===== config.mk =====
export PLATFORM = sky130hd
export DESIGN_NAME = m_74ls161
export DESIGN_NICKNAME = d
export VERILOG_FILES = /design/src/rtl/m_74ls161_pkg.sv /design/src/rtl/m_161_bit_stage.sv /design/src/rtl/m_74ls161.sv
export SDC_FILE = /design/constraint.sdc
export NUM_CORES = 1
export LEC_CHECK = 0
export BUFFER_PORTS_ARGS = -buffer_cell sky130_fd_sc_hd__buf_2
export CAP_MARGIN = 10
export CELL_PAD_IN_SITES_DETAIL_PLACEMENT = 1
export CELL_PAD_IN_SITES_GLOBAL_PLACEMENT = 2
export CORE_AREA = 3 3 40 42
export DETAILED_ROUTE_END_ITERATION = 8
export DIE_AREA = 0 0 43 45
export GPL_TIMING_DRIVEN = 0
export HOLD_SLACK_MARGIN = 0.06
export PLACE_DENSITY = 0.62
export SLEW_MARGIN = 10
export SYNTH_ARGS = -nofsm -noshare
export SYNTH_HDL_FRONTEND = slang
export SYNTH_SLANG_ARGS = --single-unit

===== constraint.sdc =====
create_clock -name CP -period 1.29 [get_ports CP]
set_input_delay 0.258 -clock CP [delete_from_list [all_inputs] [get_ports CP]]
set_output_delay 0.258 -clock CP [all_outputs]
set_load 0.05 [all_outputs]

===== src/rtl/m_74ls161_pkg.sv =====
// Shared definitions for the counter library: default width, terminal count
// and the per-edge operating mode handed to each bit stage.
package m_74ls161_pkg;

  localparam int CNT_WIDTH = 4;
  localparam logic [CNT_WIDTH-1:0] CNT_TERMINAL = {CNT_WIDTH{1'b1}};

  typedef enum logic [1:0] {
    MODE_HOLD  = 2'd0,
    MODE_LOAD  = 2'd1,
    MODE_COUNT = 2'd2
  } cnt_mode_e;

endpackage


===== src/rtl/m_161_bit_stage.sv =====
// One counter bit: a flop with asynchronous clear fed by a load/toggle/hold mux.
import m_74ls161_pkg::*;

module m_161_bit_stage (
  input  logic      CP,
  input  logic      CR,
  input  cnt_mode_e mode,
  input  logic      d,
  input  logic      lower_ones,
  output logic      q
);

  // In count mode a bit toggles only when every lower bit is already 1.
  always_ff @(posedge CP or posedge CR) begin
    if (CR) begin
      q <= 1'b0;
    end else begin
      case (mode)
        MODE_LOAD:  q <= d;
        MODE_COUNT: q <= lower_ones ? ~q : q;
        default:    q <= q;
      endcase
    end
  end

endmodule


===== src/rtl/m_74ls161.sv =====
// 74LS161-style synchronous binary counter: async clear, sync load,
// dual count enables and a combinational ripple-carry for cascading.
import m_74ls161_pkg::*;

module m_74ls161 #(
  parameter int WIDTH = CNT_WIDTH
) (
  input  logic             CR,
  input  logic             LD,
  input  logic             CT_P,
  input  logic             CT_T,
  input  logic             CP,
  input  logic [WIDTH-1:0] D,
  output logic [WIDTH-1:0] Q,
  output logic             CO
);

  cnt_mode_e        mode;
  logic [WIDTH:0]   lower_ones;

  // Load has priority over counting; clear is handled inside each stage.
  always_comb begin
    mode = MODE_HOLD;
    if (!LD) begin
      mode = MODE_LOAD;
    end else if (CT_P && CT_T) begin
      mode = MODE_COUNT;
    end
  end

  // lower_ones[i] is the AND of Q[i-1:0]; the top entry marks terminal count.
  assign lower_ones[0] = 1'b1;

  genvar i;
  generate
    for (i = 0; i < WIDTH; i++) begin : g_stage
      assign lower_ones[i+1] = lower_ones[i] & Q[i];

      m_161_bit_stage u_stage (
        .CP         (CP),
        .CR         (CR),
        .mode       (mode),
        .d          (D[i]),
        .lower_ones (lower_ones[i]),
        .q          (Q[i])
      );
    end
  endgenerate

  assign CO = CT_T & lower_ones[WIDTH];

endmodule


==> flow_results.xml <==
<?xml version="1.0" encoding="UTF-8"?>
<metrics>
  <group name="outcome">
    <metric name="outcome" unit="">finished, final reports clean</metric>
  </group>
  <group name="pwr">
    <metric name="power.share.sequential" unit="%">32.1</metric>
    <metric name="power.density_cell_area" unit="nW/um^2">1238</metric>
    <metric name="p_sw_share" unit="%">34.56</metric>
    <metric name="totalPowerFinal" unit="mW">0.4943</metric>
    <metric name="p_int" unit="mW">0.3235</metric>
    <metric name="clock_power_share" unit="%">30.7</metric>
    <metric name="power.share.combinational" unit="%">37.2</metric>
    <metric name="ir_drop" unit="V">0.0004289</metric>
    <metric name="static-leakage-power" unit="nW">0.1902</metric>
    <metric name="total_switching_power" unit="mW">0.1708</metric>
  </group>
  <group name="routing">
    <metric name="ant_nets" unit="">0</metric>
    <metric name="dr.first_iter.drc_count" unit="">5</metric>
    <metric name="dr.pass1.iters" unit="">4</metric>
    <metric name="postRouteWirelength" unit="um">621</metric>
    <metric name="detail_route.drc_violations" unit="">0</metric>
    <metric name="routed_via_density" unit="">4.048</metric>
    <metric name="routed-via-count" unit="">255</metric>
    <metric name="detail_route.wl_per_cell" unit="um">9.857</metric>
  </group>
  <group name="finish">
    <metric name="drive_above_1_share" unit="%">52.08</metric>
    <metric name="largest_reg_flops" unit="">4</metric>
    <metric name="utilization" unit="%">31.06</metric>
    <metric name="top_regs" unit="">g_stage.u_stage.q x4</metric>
    <metric name="final_net_count" unit="">59</metric>
    <metric name="layout.cells.most_common_list" unit="">sky130_fd_sc_hd__buf_2, sky130_fd_sc_hd__buf_4, sky130_fd_sc_hd__clkbuf_4, sky130_fd_sc_hd__nor2_1, sky130_fd_sc_hd__dfrtp_1</metric>
    <metric name="layout.cells.most_common" unit="">sky130_fd_sc_hd__buf_2</metric>
    <metric name="antenna_diode_count" unit="">0</metric>
    <metric name="area_delta_synth_final" unit="%">63.59</metric>
    <metric name="regMostFlops" unit="">g_stage.u_stage.q</metric>
  </group>
  <group name="timing">
    <metric name="final.min_clock_period" unit="ps">1270</metric>
    <metric name="hold_slack" unit="ps">268.6</metric>
    <metric name="report.final.hold_viol_count" unit="">0</metric>
    <metric name="worst-slew-pin-transition" unit="ps">297.6</metric>
    <metric name="max_freq" unit="GHz">0.7877</metric>
    <metric name="setup_tns" unit="ps">0</metric>
    <metric name="maxSlewHeadroom" unit="%">80.16</metric>
    <metric name="setup_repair_after_global_routing_missed_its_margin" unit="">true</metric>
    <metric name="final-setup-viol-count" unit="">0</metric>
    <metric name="final_max_slew_viol_count" unit="">0</metric>
    <metric name="clock_skew" unit="ps">0.3795</metric>
    <metric name="final_worst_path_cycle_share" unit="%">98.41</metric>
  </group>
  <group name="synth">
    <metric name="syn_area_per_cell" unit="um^2">8.413</metric>
    <metric name="yosysWarnings" unit="">0</metric>
    <metric name="synthXorXnorAreaFrac" unit="%">10.77</metric>
    <metric name="seq_area_frac_synth" unit="%">41.03</metric>
    <metric name="yosys.area_share.simple" unit="%">22.05</metric>
    <metric name="largest_family_of_logic_cells_by_synthesized_area" unit="">simple AND/OR/NAND/NOR gates</metric>
    <metric name="post_synth_fa_ha_maj_area_fraction" unit="%">0</metric>
    <metric name="synth_mux_area_share" unit="%">0</metric>
    <metric name="cells_after_synthesis" unit="">29</metric>
    <metric name="yosys_register_bits" unit="">4</metric>
    <metric name="synthesis.area" unit="um^2">244.0</metric>
    <metric name="synth.net_count" unit="">38</metric>
    <metric name="synth-compound-area-share" unit="%">10.77</metric>
    <metric name="post_synth_num_cell_types" unit="">14</metric>
  </group>
  <group name="clock_network">
    <metric name="clkSinkCount" unit="">4</metric>
    <metric name="cts-root-to-sink-buffers" unit="">2</metric>
    <metric name="tritoncts_clock_tree" unit="">built</metric>
    <metric name="tritoncts.num_buffers" unit="">3</metric>
    <metric name="htree_num_levels" unit="">1</metric>
    <metric name="cts.clk_slew.worst_paths" unit="ps">40</metric>
    <metric name="root_buffer" unit="">sky130_fd_sc_hd__clkbuf_4</metric>
    <metric name="clk-insertion-delay-late" unit="ps">230</metric>
  </group>
  <group name="placement">
    <metric name="globalplace.congestion" unit="">0.6298</metric>
    <metric name="port_buffers" unit="">12</metric>
  </group>
  <group name="critical_path">
    <metric name="crit_slowest_cell" unit="">sky130_fd_sc_hd__dfrtp_1</metric>
    <metric name="crit_type" unit="">flip-flop to flip-flop</metric>
    <metric name="r2r.worst_path.cells" unit="">4</metric>
    <metric name="critical_path.endpoint_type" unit="">flip-flop</metric>
    <metric name="regToRegEndpoint" unit="">g_stage[3].u_stage.q</metric>
    <metric name="worstPathRequired" unit="ps">1440</metric>
    <metric name="worstPathCellList" unit="">nand3_2 &gt; buf_4 &gt; or3_4 &gt; a31oi_1</metric>
    <metric name="arrival_time_at_the_worst_endpoint" unit="ps">1420</metric>
    <metric name="cpLargestDelayFamily" unit="">simple AND/OR/NAND/NOR gates</metric>
    <metric name="reg2reg_slack" unit="ps">20</metric>
    <metric name="regToRegStartpoint" unit="">g_stage[1].u_stage.q</metric>
    <metric name="crit_path_end" unit="">g_stage[3].u_stage.q</metric>
    <metric name="critical_path.max_fanout" unit="">4</metric>
    <metric name="crit_path_start_kind" unit="">flip-flop</metric>
    <metric name="max_stage_delay" unit="ps">410</metric>
    <metric name="path_buf_inv" unit="">1</metric>
    <metric name="startpoint" unit="">g_stage[1].u_stage.q</metric>
    <metric name="critical_path_depth" unit="">4</metric>
  </group>
  <group name="global_route">
    <metric name="grt_first_pass_wirelength" unit="um">1041</metric>
    <metric name="globalRouteTotalUtil" unit="%">7.692</metric>
    <metric name="grt_overflow" unit="">0</metric>
    <metric name="vias_in_the_first_global_route" unit="">280</metric>
    <metric name="grt_start_max_net_pins" unit="">9</metric>
    <metric name="grt_antenna_before_repair" unit="">0</metric>
  </group>
  <group name="floorplanning">
    <metric name="initial_core_utilization" unit="%">18.99</metric>
    <metric name="die_area" unit="um^2">1935</metric>
    <metric name="chipHeight" unit="um">45</metric>
    <metric name="core_area" unit="um^2">1285</metric>
    <metric name="rows" unit="">13</metric>
    <metric name="die_w" unit="um">43</metric>
    <metric name="io_pins" unit="">14</metric>
  </group>
  <group name="hold_path">
    <metric name="hold_class" unit="">input pin to flip-flop</metric>
    <metric name="min_path_cells" unit="">3</metric>
  </group>
  <group name="run">
    <metric name="max_cap_violations" unit="">0</metric>
  </group>
</metrics>
[metrics by stage]
stage / worst slack [ps] / area (um^2) / instances
after floorplan: 86.85 / 246.5 / 29
after global placement: 131.9 / 325.3 / 56
after detailed placement: 120.3 / 325.3 / 56
after CTS: 9.143 / 386.6 / 63
after global routing: -65.77 / 399.1 / 63
final: 20.45 / 399.1 / 63
[cell families (layout without fill, tap and decap cells)]
| group | Yosys count | count (layout) |
|---|---|---|
| buf+inv | 6 | 25 |
| simple gates | 11 | 11 |
| flops | 4 | 4 |
| compound gates | 5 | 5 |
| xor+xnor | 3 | 3 |
[cell type report]
type	count	area, um^2
Buffer	5	33.78
Multi-Input combinational cell	19	113.9
Sequential cell	4	100.1
Fill cell	161	885.9
Timing Repair Buffer	16	106.4
Tap cell	15	18.77
Inverter	1	3.754
Clock buffer	3	22.52
[cell usage after synthesis]
cell                      count  area [um^2]
sky130_fd_sc_hd__buf_4        4        30.03
sky130_fd_sc_hd__nand2_1      2        7.510
sky130_fd_sc_hd__xor2_1       3        26.28
sky130_fd_sc_hd__buf_1        1        3.750
sky130_fd_sc_hd__nand3_1      1        5.000
sky130_fd_sc_hd__a21oi_1      3        15.01
sky130_fd_sc_hd__nand4_1      1        6.260
sky130_fd_sc_hd__inv_1        1        3.750
sky130_fd_sc_hd__a31oi_1      1        6.260
sky130_fd_sc_hd__nor2_1       5        18.77
sky130_fd_sc_hd__dfrtp_1      4        100.1
sky130_fd_sc_hd__or3_1        1        6.260
sky130_fd_sc_hd__o21ai_0      1        5.000
sky130_fd_sc_hd__nand3_2      1        10.01
[power groups by stage]
stage               sequential, mW  clock (mW)  combinational (mW)
floorplan                    0.158           0               0.121
global placement             0.161           0               0.153
detailed placement           0.161           0               0.154
CTS                          0.158       0.161               0.177
global route                 0.162       0.167               0.198
finish                       0.158       0.152               0.184
[worst min path at each step]
| stage | end | startpoint | slack [ps] |
|---|---|---|---|
| 6_report | g_stage[0].u_stage.q | D[0] | 270 |
| 5_1_grt | g_stage[2].u_stage.q | D[2] | 290 |
| 4_1_cts | g_stage[0].u_stage.q | D[0] | 260 |
| 3_5_place_dp | g_stage[2].u_stage.q | CR | 140 |
| 3_3_place_gp | g_stage[2].u_stage.q | CR | 140 |
| 2_1_floorplan | g_stage[0].u_stage.q | CR | 20 |
[routing by layer]
layer / vias to the layer above / routed length, um / global-route usage (%)
met5: - / 0 / 0
met4: 0 / 0 / 9.036
met3: 0 / 67 / 1.594
met2: 12 / 312 / 12.28
li1: 131 / - / -
met1: 112 / 242 / 7.805
[repair_timing]
item	CTS	global route
endpoints found under the hold margin	4	0
hold buffers	1	0
buffers inserted	3	0
gates resized for setup	2	4
pin swaps	2	1
endpoints found under the setup margin	2	5
[worst min-delay path, cell delays in order]
cell and delay (ps):
sky130_fd_sc_hd__buf_2 70, sky130_fd_sc_hd__nor2_1 30, sky130_fd_sc_hd__a21oi_1 100
Power figures use the tool's default switching activity.
